<file path="config.mk">
export PLATFORM = sky130hd
export DESIGN_NAME = mic_level_meter
export DESIGN_NICKNAME = d
export VERILOG_FILES = /design/src/rtl/mic_level_meter.sv
export SDC_FILE = /design/constraint.sdc
export NUM_CORES = 1
export LEC_CHECK = 0
export BUFFER_PORTS_ARGS = -buffer_cell sky130_fd_sc_hd__buf_4
export CAP_MARGIN = 25
export CORE_MARGIN = 2
export CORE_UTILIZATION = 40
export DETAILED_ROUTE_END_ITERATION = 10
export SETUP_SLACK_MARGIN = 0.1
export SYNTH_ARGS = -nofsm -noshare
export SYNTH_HDL_FRONTEND = slang
export SYNTH_SLANG_ARGS = --single-unit
export TNS_END_PERCENT = 1
</file>
<file path="constraint.sdc">
create_clock -name clock -period 4.3 [get_ports clock]
set_input_delay 0.215 -clock clock [delete_from_list [all_inputs] [get_ports clock]]
set_output_delay 0.215 -clock clock [all_outputs]
set_load 0.05 [all_outputs]
</file>
<file path="src/rtl/mic_level_meter.sv">
// Microphone peak meter: decimates mic_in, tracks the window peak, publishes a 0..16 bar level.
// Optional macro PEAK_DECAY_EN: instant attack, one-bar-per-window fall instead of no hold.
module mic_level_meter #(
    parameter int SAMPLE_DIV     = 5000,
    parameter int WINDOW_SAMPLES = 4000,
    parameter int MID_SCALE      = 2048
) (
    input  logic        clock,
    input  logic        reset,
    input  logic [11:0] mic_in,
    output logic [4:0]  level,
    output logic [15:0] tester,
    output logic        level_valid
);

    localparam int SW = (SAMPLE_DIV > 1) ? $clog2(SAMPLE_DIV) : 1;
    localparam int WW = (WINDOW_SAMPLES > 1) ? $clog2(WINDOW_SAMPLES) : 1;
    localparam logic [SW-1:0] SAMPLE_LAST = SW'(SAMPLE_DIV - 1);
    localparam logic [WW-1:0] WIN_LAST    = WW'(WINDOW_SAMPLES - 1);
    localparam logic [11:0]   MID         = 12'(MID_SCALE);

    logic [SW-1:0] sample_cnt;
    logic [WW-1:0] win_cnt;
    logic [11:0]   peak;
    logic          strobe;
    logic          win_close;
    logic [11:0]   pk;
    logic [11:0]   amp;
    logic [4:0]    step;
    logic [4:0]    new_level;
    logic [4:0]    next_level;
    logic [15:0]   next_tester;

    assign strobe    = (sample_cnt == SAMPLE_LAST);
    assign win_close = strobe && (win_cnt == WIN_LAST);
    // Closing sample participates in the window peak.
    assign pk        = (mic_in > peak) ? mic_in : peak;

    always_comb begin
        amp         = 12'd0;
        step        = 5'd0;
        new_level   = 5'd0;
        next_level  = 5'd0;
        next_tester = 16'h0000;

        if (pk >= MID) begin
            amp = pk - MID;
        end

        step = 5'((amp - 12'd64) >> 7);
        if (amp < 12'd64) begin
            new_level = 5'd0;
        end else if (step >= 5'd16) begin
            new_level = 5'd16;
        end else begin
            new_level = step + 5'd1;
        end

`ifdef PEAK_DECAY_EN
        if (new_level >= level) begin
            next_level = new_level;
        end else begin
            next_level = level - 5'd1;
        end
`else
        next_level = new_level;
`endif

        // A shift by 16 clears the mask, giving the all-ones code for 16 bars.
        next_tester = ~(16'hFFFF << next_level);
    end

    always_ff @(posedge clock or posedge reset) begin
        if (reset) begin
            sample_cnt  <= '0;
            win_cnt     <= '0;
            peak        <= 12'd0;
            level       <= 5'd0;
            tester      <= 16'h0000;
            level_valid <= 1'b0;
        end else begin
            level_valid <= win_close;

            if (strobe) begin
                sample_cnt <= '0;
            end else begin
                sample_cnt <= sample_cnt + 1'b1;
            end

            if (strobe) begin
                if (win_close) begin
                    win_cnt <= '0;
                    peak    <= 12'd0;
                    level   <= next_level;
                    tester  <= next_tester;
                end else begin
                    win_cnt <= win_cnt + 1'b1;
                    peak    <= pk;
                end
            end
        end
    end

endmodule

</file>
==> run metrics <==
status=finished clean; Port-buffer cells=35; CP endpoint kind=register; fin. max-slew vios=0; Yosys cell types=50; synth cell count leaders=dfrtp_1 (58), nand2_1 (46), nor2_1 (36), inv_1 (20); root buf cell=clkbuf_8; Post-synth EDFFs=0; first-pass GRT wire length=10.9 mm; met3 wire length=264 um; top layer in use=met4; Final Skew=0.00633 ns; RSZ-0062 raised after global routing=true; post-route cell area=3800 um^2; io pins=36; DRT Pass-1 Iters=6; Clk pin slew, worst setup/hold paths=0.07 ns; reg2reg start=peak[11]; initial antenna violation count=0; fillers=760; CP arrival=approximately 4.1 ns; #FFs+latches synth=58; worst setup path startpoint=peak[11]; DRC viols=0; CP cell instances=inv_1 -> ha_1 -> a21oi_1 -> o21ai_0 -> o41ai_4 -> buf_4 -> nor2_1 -> a31oi_1 -> ha_1 -> or2_2 -> a21o_1 -> nand2_1 -> ha_1 -> xor2_2 -> a21oi_1 -> nor2b_1 -> a211o_1; top cells by area, synth=dfrtp_1 (45%), ha_1 (6.6%), nand2_1 (5.4%); core area=~7800 um^2; Hold Crit Class=in2async; Leak=1.80 nW; cts hold-fix bufs=0; die area=a little under 9000 um^2; DP Area=3600 um^2; Detail Route met2 WL=2.97 mm; # clock sinks=58; Rel. slew slack=0.514; largest net degree at the start of global routing=59; sequential fraction of the synthesis area=0.450; routability cong.=0.842; Most used DFF post-synth=dfrtp_1; Critical-path top delay cell=dfrtp_1; PD cells=304 nW/um^2; Synth Instances=337; Max Cap Violations=0; Setup CP Type=reg2reg; share of post-route cells with drive strength above 1=0.196; final number of setup-violating endpoints=0; Yosys top cell area share=0.450; Clk Latency, worst-skew pair=0.33 ns; Antenna Cells=0; Synth area leader=dfrtp_1; DR vias/cell=5.15; HPWL after DPL=4.61 mm; worst-margin pin slew=0.730 ns; Initial Utilization=0.415; part of the cycle the worst path needs=0.907; WL per Instance=between 10 and 15 um; remaining antenna violation count after routing=0; most frequent cell after synthesis=dfrtp_1; global-route usage over all layers=0.159; CTS tree=done; Setup TNS=0 ns; synthesized cell area=~3200 um^2; CTS H-tree depth=3; synth warn=0; Die X=93.8 um; cts bufs inserted=9; CTS resizes=0; Worst Path Max Fanout=11; drt total wl=roughly 6.4 mm; CP startpoint kind=register; cell mode on critical path=ha_1; Worst EP required=roughly 4.5 ns; total gr overflow=0; fraction of registers with async set/reset=1.00; row cnt=32; fmax=0.256 GHz; syn avg cell area=9.56 um^2; CTS max path bufs=2; minimum clock period=3.90 ns; CP peak stage delay=0.49 ns; Final Hold Violating Endpoints=0; peak supply drop=0.170 mV; vias in the first global route=2344; number of setup buffers added after CTS=0; layout overhead on the synthesized area=18.0%; Synth Net Count=about 370; Initial DRC Count=113; via count=2496; Die Ht=approximately 94 um; Final nets=409; Post-Route M1 WL=3.12 mm
## cell families after synthesis
logic type               count (synthesis)  synth area share
XOR/XNOR                                21            0.0571
AO/OA/AOI/OAI                           64             0.143
buffers and inverters                   29            0.0373
adder cells (fa/ha/maj)                 17            0.0660
flip-flops                              58             0.450
multiplexers                            12            0.0419
AND/OR/NAND/NOR                        136             0.205
## cells in the final DEF (no fill, tap or decap), types with 6 or more instances in the layout
master    synthesis  routed
a22o_1            6       6
nand3_1          16      16
nand4_1           9       9
o21ai_0          17      17
and3_1            6       6
xor2_1            7       6
inv_1            20      19
clkbuf_8          0      10
a21oi_1          16      16
xnor2_1          14      14
buf_4             1      39
ha_1             17      17
mux2i_1           9       9
nand2_1          46      46
dfrtp_1          58      58
nor2_1           36      35
## cell type report
type / count / area (um^2) / share of cell area
Multi-Input combinational cell: 250 / 1660 / 0.437
Sequential cell: 58 / 1450 / 0.382
Timing Repair Buffer: 39 / 293 / 0.0770
Clock buffer: 11 / 141 / 0.0372
Tap cell: 102 / 128 / 0.0336
Inverter: 20 / 75.1 / 0.0197
Clock inverter: 5 / 53.8 / 0.0141
## per-layer routing
layer	up-vias	GRT usage
met5	-	0
met3	4	0.0433
met2	40	0.246
met4	0	0.0616
met1	1196	0.213
li1	1256	-
## final timing paths
check | endpoint | slack (ns) | cells past startpoint
worst min-delay path | sample_cnt[2] | 0.09 | 3
worst max-delay path | tester[10] | 0.40 | 17
min in group clock | peak[4] | 0.14 | 3
worst min register to register | tester[4] | 0.49 | 2
worst max register to register | tester[10] | 0.40 | 17
max in group asynchronous | peak[11] | 3.73 | 3
## worst max-delay path: cells and delay by family, from the launching register on
family	cells	cell delay, ns
DFF	1	0.49
AOI/OAI and AO/OA	7	1.34
xor gates and xnor gates	1	0.30
adders and majority gates	3	0.85
buffers and inverters	2	0.36
and+or+nand+nor	4	0.43
## sequential cells by signal, summed over array words and instances, names as in the netlist
signal / flops
sample_cnt: 13
win_cnt: 12
tester: 15
level_valid: 1
peak: 12
level: 5
## stage by stage
stage                      util  hold WS, ns  worst slack, ns  std cells  total power [W]
after detailed placement  0.463        0.477            0.273        469         0.000669
final                     0.490       0.0899            0.399        485          0.00116
after global routing      0.490        0.140           0.0402        485          0.00121
after CTS                 0.488        0.117            0.265        485          0.00118
after floorplan               -        0.348            0.478        337         0.000639
after global placement    0.463        0.466            0.457        469         0.000667
## report_power, final
group	total, W	internal, W	leakage [nW]	switching (W)
clock	0.000499	0.000281	0.103	0.000218
sequential	0.000546	0.000546	0.760	0.0000000439
combinational	0.000113	0.0000456	0.941	0.0000677
Power figures use the tool's default switching activity.
